**config.mk**
```make
export PLATFORM = sky130hd
export DESIGN_NAME = candidate_dispatcher_flat
export DESIGN_NICKNAME = d
export VERILOG_FILES = /design/src/rtl/candidate_dispatcher_pkg.sv /design/src/rtl/candidate_dispatcher_if.sv /design/src/rtl/candidate_dispatcher_lowest_set_index.sv /design/src/rtl/candidate_dispatcher.sv /design/src/flat_wrapper.sv
export SDC_FILE = /design/constraint.sdc
export NUM_CORES = 1
export LEC_CHECK = 0
export CAP_MARGIN = 15
export CORE_MARGIN = 10
export CORE_UTILIZATION = 53
export DETAILED_ROUTE_END_ITERATION = 10
export MAX_ROUTING_LAYER = met4
export PLACE_DENSITY = 0.8
export SETUP_SLACK_MARGIN = 0.15
export SYNTH_ARGS = -nofsm -noshare
export SYNTH_HDL_FRONTEND = slang
export SYNTH_HIERARCHICAL = 1
export SYNTH_SLANG_ARGS = --single-unit
```
**constraint.sdc**
```tcl
create_clock -name clk -period 2.9 [get_ports clk]
set_input_delay 0.435 -clock clk [delete_from_list [all_inputs] [get_ports clk]]
set_output_delay 0.435 -clock clk [all_outputs]
set_load 0.05 [all_outputs]
```
**src/rtl/candidate_dispatcher_pkg.sv**
```systemverilog
// Shared types and defaults for the candidate dispatch / index mapping blocks.
package candidate_dispatcher_pkg;

    localparam int BS_DEFAULT = 16;

    typedef enum logic [1:0] {
        ST_IDLE = 2'd0,
        ST_EMIT = 2'd1,
        ST_NONE = 2'd2
    } disp_state_t;

endpackage

```
**src/rtl/candidate_dispatcher_if.sv**
```systemverilog
// Handshake bundle between a candidate-list producer/consumer and the dispatcher.
interface candidate_dispatcher_if
    import candidate_dispatcher_pkg::*;
#(
    parameter int BS = BS_DEFAULT
);
    localparam int IW = $clog2(BS);

    logic          in_valid;
    logic          in_ready;
    logic [0:BS-1] candidate_list;
    logic          flush;
    logic          out_valid;
    logic          out_ready;
    logic [IW-1:0] out_index;
    logic          out_last;
    logic [IW:0]   out_count;
    logic          out_none;

    // master: the environment around the dispatcher; slave: the dispatcher itself
    modport master (
        output in_valid, candidate_list, flush, out_ready,
        input  in_ready, out_valid, out_index, out_last, out_count, out_none
    );

    modport slave (
        input  in_valid, candidate_list, flush, out_ready,
        output in_ready, out_valid, out_index, out_last, out_count, out_none
    );

endinterface

```
**src/rtl/candidate_dispatcher_lowest_set_index.sv**
```systemverilog
// Combinational priority pick of the lowest set index in a mask (bit 0 leftmost).
module lowest_set_index
    import candidate_dispatcher_pkg::*;
#(
    parameter  int BS = BS_DEFAULT,
    localparam int IW = $clog2(BS)
) (
    input  logic [0:BS-1] mask,
    output logic [IW-1:0] index,
    output logic          any
);

    // Scan high to low so the last hit (lowest index) wins.
    always_comb begin
        index = '0;
        any   = 1'b0;
        for (int i = BS - 1; i >= 0; i--) begin
            if (mask[i]) begin
                index = IW'(i);
                any   = 1'b1;
            end
        end
    end

endmodule

```
**src/rtl/candidate_dispatcher.sv**
```systemverilog
// Accepts a candidate bitmap and emits its set indices in ascending order, one per beat.
module candidate_dispatcher
    import candidate_dispatcher_pkg::*;
#(
    parameter  int BS = BS_DEFAULT,
    localparam int IW = $clog2(BS)
) (
    input logic                   clk,
    input logic                   rst,
    candidate_dispatcher_if.slave bus
);

    disp_state_t   state, state_nxt;
    logic [0:BS-1] pending;
    logic [0:BS-1] pending_rest;
    logic [IW:0]   count_q;
    logic [IW:0]   list_pop;
    logic [IW-1:0] low_idx;
    logic          any_set;
    logic          is_last;
    logic          in_hs;
    logic          out_hs;
    logic          list_nz;

    lowest_set_index #(.BS(BS)) u_lsi (
        .mask  (pending),
        .index (low_idx),
        .any   (any_set)
    );

    // IW+1 bits so an all-ones list reports BS without wrapping.
    always_comb begin
        list_pop = '0;
        for (int i = 0; i < BS; i++) begin
            list_pop = list_pop + (IW + 1)'(bus.candidate_list[i]);
        end
    end

    always_comb begin
        pending_rest          = pending;
        pending_rest[low_idx] = 1'b0;
    end

    assign list_nz = |bus.candidate_list;
    assign is_last = any_set && (pending_rest == '0);
    assign in_hs   = bus.in_valid && bus.in_ready;
    assign out_hs  = bus.out_valid && bus.out_ready;

    always_ff @(posedge clk or negedge rst) begin
        if (!rst) state <= ST_IDLE;
        else      state <= state_nxt;
    end

    always_comb begin
        state_nxt = state;
        case (state)
            ST_IDLE: if (in_hs) state_nxt = list_nz ? ST_EMIT : ST_NONE;
            ST_EMIT: if (bus.flush || (out_hs && is_last)) state_nxt = ST_IDLE;
            ST_NONE: state_nxt = ST_IDLE;
            default: state_nxt = ST_IDLE;
        endcase
    end

    // Outputs are zeroed outside EMIT so consumers never see stale index data.
    always_comb begin
        bus.in_ready  = rst && (state == ST_IDLE);
        bus.out_valid = (state == ST_EMIT);
        bus.out_none  = (state == ST_NONE);
        bus.out_index = '0;
        bus.out_last  = 1'b0;
        bus.out_count = '0;
        if (state == ST_EMIT) begin
            bus.out_index = low_idx;
            bus.out_last  = is_last;
            bus.out_count = count_q;
        end
    end

    always_ff @(posedge clk or negedge rst) begin
        if (!rst) begin
            pending <= '0;
            count_q <= '0;
        end else begin
            case (state)
                ST_IDLE: if (in_hs) begin
                    pending <= bus.candidate_list;
                    count_q <= list_pop;
                end
                ST_EMIT: begin
                    if (bus.flush)  pending <= '0;
                    else if (out_hs) pending <= pending_rest;
                end
                default: pending <= '0;
            endcase
        end
    end

endmodule

```
**src/flat_wrapper.sv**
```systemverilog
// flat-port wrapper written by rule: the top's interface ports become plain ports
module candidate_dispatcher_flat import candidate_dispatcher_pkg::*;
#(
    parameter  int BS = BS_DEFAULT,
    localparam int IW = $clog2(BS)
)
  (clk, rst, bus_in_valid, bus_candidate_list, bus_flush, bus_out_ready, bus_in_ready, bus_out_valid, bus_out_index, bus_out_last, bus_out_count, bus_out_none);
  candidate_dispatcher_if #(.BS(BS)) bus_i ();
  input logic clk;
  input logic rst;
  input wire logic [$bits(bus_i.in_valid)-1:0] bus_in_valid;
  input wire logic [$bits(bus_i.candidate_list)-1:0] bus_candidate_list;
  input wire logic [$bits(bus_i.flush)-1:0] bus_flush;
  input wire logic [$bits(bus_i.out_ready)-1:0] bus_out_ready;
  output wire logic [$bits(bus_i.in_ready)-1:0] bus_in_ready;
  output wire logic [$bits(bus_i.out_valid)-1:0] bus_out_valid;
  output wire logic [$bits(bus_i.out_index)-1:0] bus_out_index;
  output wire logic [$bits(bus_i.out_last)-1:0] bus_out_last;
  output wire logic [$bits(bus_i.out_count)-1:0] bus_out_count;
  output wire logic [$bits(bus_i.out_none)-1:0] bus_out_none;
  assign bus_i.in_valid = bus_in_valid;
  assign bus_i.candidate_list = bus_candidate_list;
  assign bus_i.flush = bus_flush;
  assign bus_i.out_ready = bus_out_ready;
  assign bus_in_ready = bus_i.in_ready;
  assign bus_out_valid = bus_i.out_valid;
  assign bus_out_index = bus_i.out_index;
  assign bus_out_last = bus_i.out_last;
  assign bus_out_count = bus_i.out_count;
  assign bus_out_none = bus_i.out_none;
  candidate_dispatcher #(.BS(BS)) u_core (.clk(clk), .rst(rst), .bus(bus_i));
endmodule
```
==> metrics.cfg, run 1 <==
[clock_tree]
numCtsBuffers=3
postCtsHoldBufs=0
path_clk_slew_ns=0.09
cts_tree=built
htree_num_levels=1
clock_path_buffers=2
cts_sinks=23
clock_latency_ns=0.26
root_buffer=clkbuf_8

[timing]
max_clock_freq_mhz=297.9
hold_violations=0
grt_setup_unrepaired=true
post-route-period-util_pct=115.7
max-slew-margin-rel_pct=62.37
finalWorstSetupSlack_ns=-0.4564
worstMarginPinSlew_ns=0.5644
fin_skew_ns=0.004389
setup_viol=5
post-route-min-period_ns=3.356
drv_slew=0

[layout]
fillers=219
utilization_pct=85.92
drive_gt1_share_pct=41.19
fin_nets=373
diodes=0
final_cells=383
area_growth_syn_to_layout_pct=57.61

[placed_design]
place.port_buffers=33
place_congestion=0.9056
place_inst=367
dpl.hpwl_um=5167

[synthesis]
ys_ff_latch=23
synth_seq_area_share_pct=29.06
avgSynthCellArea_um2=8.357
async_reset_ff_share_pct=100.0
synth.net_count=274
synth-edff-count=0
yosysUniqueCellTypes=43
syn_area_um2=1981
yosysWarningCount=6
synth_flop_cell=dfrtp_1
netlist_instances=237

[critical_path]
criticalPathCategory=flop to output pin
cp.arrival_ns=2.92
r2r_slack_ns=0.33
r2r_start=u_core/pending[6]
crit_slowest_cell=or4b_4
critPathLaunchType=flop
cpPeakStageDelay_ns=0.51
cp_top_family=simple AND/OR/NAND/NOR gates
critPathCaptureType=output pin
worstPathMaxFanout=4
rr_worst_depth=9
critical_path.cell_chain=nor2b_1 -> nor3_1 -> nand3_1 -> o22ai_4 -> or4b_4 -> a21oi_2 -> o22ai_2 -> nor4_4 -> and2_4 -> buf_12
cp_num_buf_inv=1
r2r_end=u_core/state[0]
cp.required_ns=2.47

[grt]
gr-total-overflow=0
first_global_vias=2290
gr-usage-all-layers_pct=22.80
antenna_found_initial=0
grt_pass1_wl_um=11420
grt_max_degree=18

[route]
routed_wl_um=7289
avgViaCountPerCell=5.930
wl_per_cell_um=19.03
via_count=2271
drtAntennaViolNets=0
drt_iter0_drc=253
drc=0
dr.pass1.iters=5

[floorplanning]
fp.dieArea_um2=6582
num_io_pins=34
initial_core_util_pct=54.51
die_h_um=81.13
row_count=22
die_w_um=81.13
core_area_um2=3633

[status]
outcome=complete, but fails checks
violations=negative setup slack

[job]
max_cap_viol_count=0

[power]
leakagePower_nw=1.451
power.density_nw_per_um2=1396
ir_worst_vdd_uv=810.6

[worst_hold_path]
hold_path_end=u_core/count_q[3]
hp-class=flop to flop
hold_start=u_core/count_q[3]
holdPathStages=2

==> power by group <==
group / leakage [nW] / switching, mW / internal (mW)
clock: 0.0255 / 0.109 / 0.0960
sequential: 0.297 / 0.160 / 0.449
combinational: 1.13 / 1.89 / 1.66
total: 1.45 / 2.16 / 2.20
==> worst max path at each step <==
stage                           startpoint                end  slack [ns]  cells after the start
finish                   u_core/pending[6]       bus_out_last       -0.46                     10
global route             u_core/pending[9]       bus_out_last       -0.55                     12
CTS                  bus_candidate_list[3]  u_core/count_q[4]       -0.49                     13
detailed placement  bus_candidate_list[15]  u_core/count_q[4]       -1.17                     13
global placement    bus_candidate_list[15]  u_core/count_q[4]       -1.02                     13
floorplan            bus_candidate_list[5]  u_core/count_q[4]       -0.44                     12
==> through the flow <==
step / setup slack [ns] / hold WS (ns) / cell area [um^2] / setup TNS [ns] / power, mW
after floorplan: -0.4370 / 0.1394 / 2018 / -1.739 / 2.305
after detailed placement: -1.172 / 0.4646 / 2826 / -5.256 / 3.437
after global placement: -1.018 / 0.4519 / 2826 / -4.758 / 3.352
after global routing: -0.5450 / 0.4995 / 3122 / -2.565 / 4.615
after CTS: -0.4917 / 0.4884 / 3020 / -2.220 / 4.004
final: -0.4564 / 0.4844 / 3122 / -2.045 / 4.358
==> area by class of cell <==
| class | count | area (um^2) | share of cell area [%] |
|---|---|---|---|
| Tap cell | 48 | 60.06 | 1.924 |
| Inverter | 24 | 90.09 | 2.886 |
| Timing Repair Buffer | 103 | 879.6 | 28.18 |
| Clock inverter | 1 | 5.005 | 0.1603 |
| Multi-Input combinational cell | 181 | 1466 | 46.97 |
| Sequential cell | 23 | 579.3 | 18.56 |
| Clock buffer | 3 | 41.29 | 1.323 |
==> placed cells by master (no fill, tap or decap), types with 5 or more instances in the layout <==
master,count
dfrtp_1,20
ha_1,5
o21ai_1,5
o21ai_0,16
buf_4,75
and2_1,10
inv_1,20
buf_6,5
nand2_1,16
nor3_1,7
a22o_1,15
nor2_1,23
clkdlybuf4s50_1,13
fa_1,7
==> what timing repair did <==
item | 4_1_cts | 5_1_grt
buffers inserted | 8 | 4
pin swaps | 27 | 19
gates resized for setup | 67 | 23
setup endpoints to repair | 6 | 7
hold endpoints to repair | 0 | 0
==> registers in the layout, summed over array words and instances (netlist names) <==
signal,flops
u_core/state,2
u_core/pending,16
u_core/count_q,5
==> metal layers <==
layer	part of all wire [%]	global-route usage [%]
met1	40	26.64
met2	51	39.33
met3	6.3	3.091
met4	2.8	7.612
met5	0	-
==> Yosys cell counts (all sizes together), types with 2 or more instances <==
master	number	area [um^2]
nor3	8	40.04
nor2	27	101.4
a22o	15	131.4
clkbuf	5	18.77
nand4	3	18.77
inv	24	90.09
nor2b	3	18.77
nand3b	2	15.01
a21oi	7	38.79
ha	6	75.07
o21ai	23	115.1
or3b	2	17.52
fa	10	200.2
nand3	3	15.01
nand2b	4	25.02
and2	11	68.82
xor2	2	17.52
nor4b	3	26.28
or3	2	12.51
nor4	5	50.05
nand2	17	63.81
o31ai	2	15.01
buf	4	20.02
o21a	3	22.52
a211oi	2	20.02
dfrtp	23	575.6
o22ai	8	50.05
==> worst register-to-register path, stage by stage, from the launching register on <==
cell	delay [ns]
dfrtp_1	0.46
nor2b_1	0.16
nor3_1	0.26
nand3_1	0.18
o22ai_4	0.19
or4b_4	0.51
a21oi_2	0.15
o22ai_2	0.11
nor4_4	0.29
o31ai_1	0.12
==> cell families after synthesis <==
family / count (synthesis) / share of synthesized area (%)
AO/OA/AOI/OAI: 65 / 21.98
XOR/XNOR: 2 / 0.8846
adder cells (fa/ha/maj): 16 / 13.90
buffers and inverters: 33 / 6.507
flip-flops: 23 / 29.06
multiplexers: 1 / 0.5685
AND/OR/NAND/NOR: 97 / 27.10
Power figures use the tool's default switching activity.
==> run 2, diff against run 1 <==
Settings changed: SKIP_CTS_REPAIR_TIMING from default to 1.
==> metrics.cfg, run 2 (synthesis gave the netlist of run 1 again) <==
[critical_path]
crit_top_cell=fa_1
cp.arrival_ns=3.59  ; +0.67 ns
crit_slowest_cell=fa_1
critPathLaunchType=primary input
criticalPathCategory=primary input to flop
cp_top_family=adder cells
cp.depth=13  ; +3
critPathCaptureType=flop
rr_worst_depth=11  ; +2
cp_num_buf_inv=4  ; +3
critical_path.cell_chain=clkbuf_2 -> fa_1 -> fa_1 -> inv_1 -> fa_2 -> fa_1 -> inv_2 -> ha_4 -> inv_2 -> fa_2 -> nor2b_2 -> o21ai_1 -> o21ai_1
cpPeakStageDelay_ns=0.55  ; +0.04 ns
worstPathMaxFanout=2  ; -2
cp.required_ns=3.09  ; +0.62 ns

[timing]
post-route-min-period_ns=3.399  ; +0.04213 ns
max-slew-margin-rel_pct=60.92  ; -1.5 points
worstMarginPinSlew_ns=0.5863  ; +0.02182 ns
post-route-period-util_pct=117.2  ; +1.5 points
hold_violations=0  ; unchanged
fin_skew_ns=0.001432  ; -0.002958 ns
drv_slew=0  ; unchanged
setup_viol=5  ; unchanged
timing.hold.ws_ns=0.4838  ; -0.0005960 ns
finalWorstSetupSlack_ns=-0.4985  ; -0.04213 ns
max_clock_freq_mhz=294.2  ; -1.2%
grt_setup_unrepaired=true

[power]
power_mw=4.120  ; -5.5%
leakagePower_nw=1.410  ; -2.8%
ir_worst_vdd_uv=819.6  ; +1.1%
power.density_nw_per_um2=1368  ; -2.0%

[route]
wl_per_cell_um=18.12  ; -4.8%
routed_wl_um=6832  ; -6.3%
avgViaCountPerCell=5.952  ; +0.38%
dr.pass1.iters=6  ; +1
drc=0  ; unchanged
drtAntennaViolNets=0  ; unchanged
drt_iter0_drc=239  ; -5.5%
via_count=2244  ; -1.2%

[floorplanning]
die_h_um=81.13  ; unchanged
fp.dieArea_um2=6582  ; unchanged
initial_core_util_pct=54.51  ; unchanged
num_io_pins=34  ; unchanged
die_w_um=81.13  ; unchanged
core_area_um2=3633  ; unchanged
row_count=22  ; unchanged

[layout]
final_common_cell=buf_4
top_regs=u_core/pending x16, u_core/count_q x5, u_core/state x2
top_register=u_core/pending
final_cells=377  ; -1.6%
diodes=0  ; unchanged
area_growth_syn_to_layout_pct=52.05
final_cell_mix=buf_4 (69), nor2_1 (25), dfrtp_1 (22)
fillers=231  ; +5.5%
final_cell_area_um2=3012  ; -3.5%
fin_nets=367  ; -1.6%
largest_reg_flops=16  ; unchanged
drive_gt1_share_pct=37.69  ; -3.5 points

[grt]
antenna_found_initial=0  ; unchanged
grt_max_degree=18  ; unchanged
gr-total-overflow=0  ; unchanged
first_global_vias=2133  ; -6.9%
gr-usage-all-layers_pct=20.50  ; -2.3 points
grt_pass1_wl_um=10340  ; -9.4%

[placed_design]
place_inst=367  ; unchanged
place_congestion=0.9056  ; unchanged
place_area_um2=2826  ; unchanged
place.port_buffers=33  ; unchanged
dpl.hpwl_um=5167  ; unchanged

[worst_hold_path]
holdPathStages=2  ; unchanged
hp-class=flop to flop

[job]
max_cap_viol_count=0  ; unchanged

[status]
outcome=complete, but fails checks
violations=negative setup slack

[clock_tree]
cts_tree=built
path_clk_slew_ns=0.08  ; about the same
htree_num_levels=1  ; unchanged
numCtsBuffers=3  ; unchanged
root_buffer=clkbuf_8
cts_sinks=23  ; unchanged
clock_path_buffers=2  ; unchanged
clock_latency_ns=0.26  ; about the same

==> run 2: worst paths after layout <==
path,startpoint,endpoint,slack [ns]
worst max-delay path,bus_candidate_list[11],u_core/count_q[4],-0.50
worst min-delay path,u_core/count_q[3],u_core/count_q[3],0.48
worst max register to register,u_core/pending[14],u_core/state[0],0.20
worst min register to register,u_core/count_q[3],u_core/count_q[3],0.48
max in group asynchronous,rst,u_core/pending[10],2.22
min in group asynchronous,rst,u_core/count_q[0],0.51
==> run 2: per-layer routing <==
metal / wire (um) / up-vias / GRT usage (%)
met5: 0 / - / -
met4: 192 / 0 / 5.882
met3: 360 / 27 / 2.649
met2: 3482 / 120 / 34.63
met1: 2796 / 1073 / 25.00
li1: - / 1024 / -
==> run 2: metrics by stage <==
stage          setup TNS [ns]  utilization (%)  setup WS, ns
2_1_floorplan          -1.739                -       -0.4370
3_3_place_gp           -4.758            77.79        -1.018
3_5_place_dp           -5.256            77.79        -1.172
4_1_cts                -4.198            79.06       -0.9088
5_1_grt                -2.926            82.89       -0.6176
6_report               -2.427            82.89       -0.4985
==> run 2: where the power goes <==
| part | internal, mW | switching [mW] | leakage (nW) |
|---|---|---|---|
| registers | 0.446 | 0.156 | 0.300 |
| clock network | 0.0959 | 0.107 | 0.0255 |
| logic | 1.56 | 1.75 | 1.09 |
==> run 2: worst reg2reg max path, cell delays in order (launching register included) <==
cell     delay (ns)
dfrtp_1        0.41
nor2_2         0.15
nor3_2         0.05
o31ai_2        0.32
a31oi_2        0.17
buf_4          0.17
or4b_4         0.50
a21oi_2        0.15
o22ai_2        0.11
nor4_4         0.30
buf_4          0.18
o31ai_2        0.05
==> run 2: area by class of cell <==
cell class                 instances  area, um^2  share of cell area [%]
timing repair buffer              97       813.3                   27.00
clock inverter                     1       5.005                  0.1662
multi-input combinational        181        1425                   47.32
clock buffer                       3       41.29                   1.371
sequential                        23       576.8                   19.15
inverter                          24       90.09                   2.991
tap                               48       60.06                   1.994
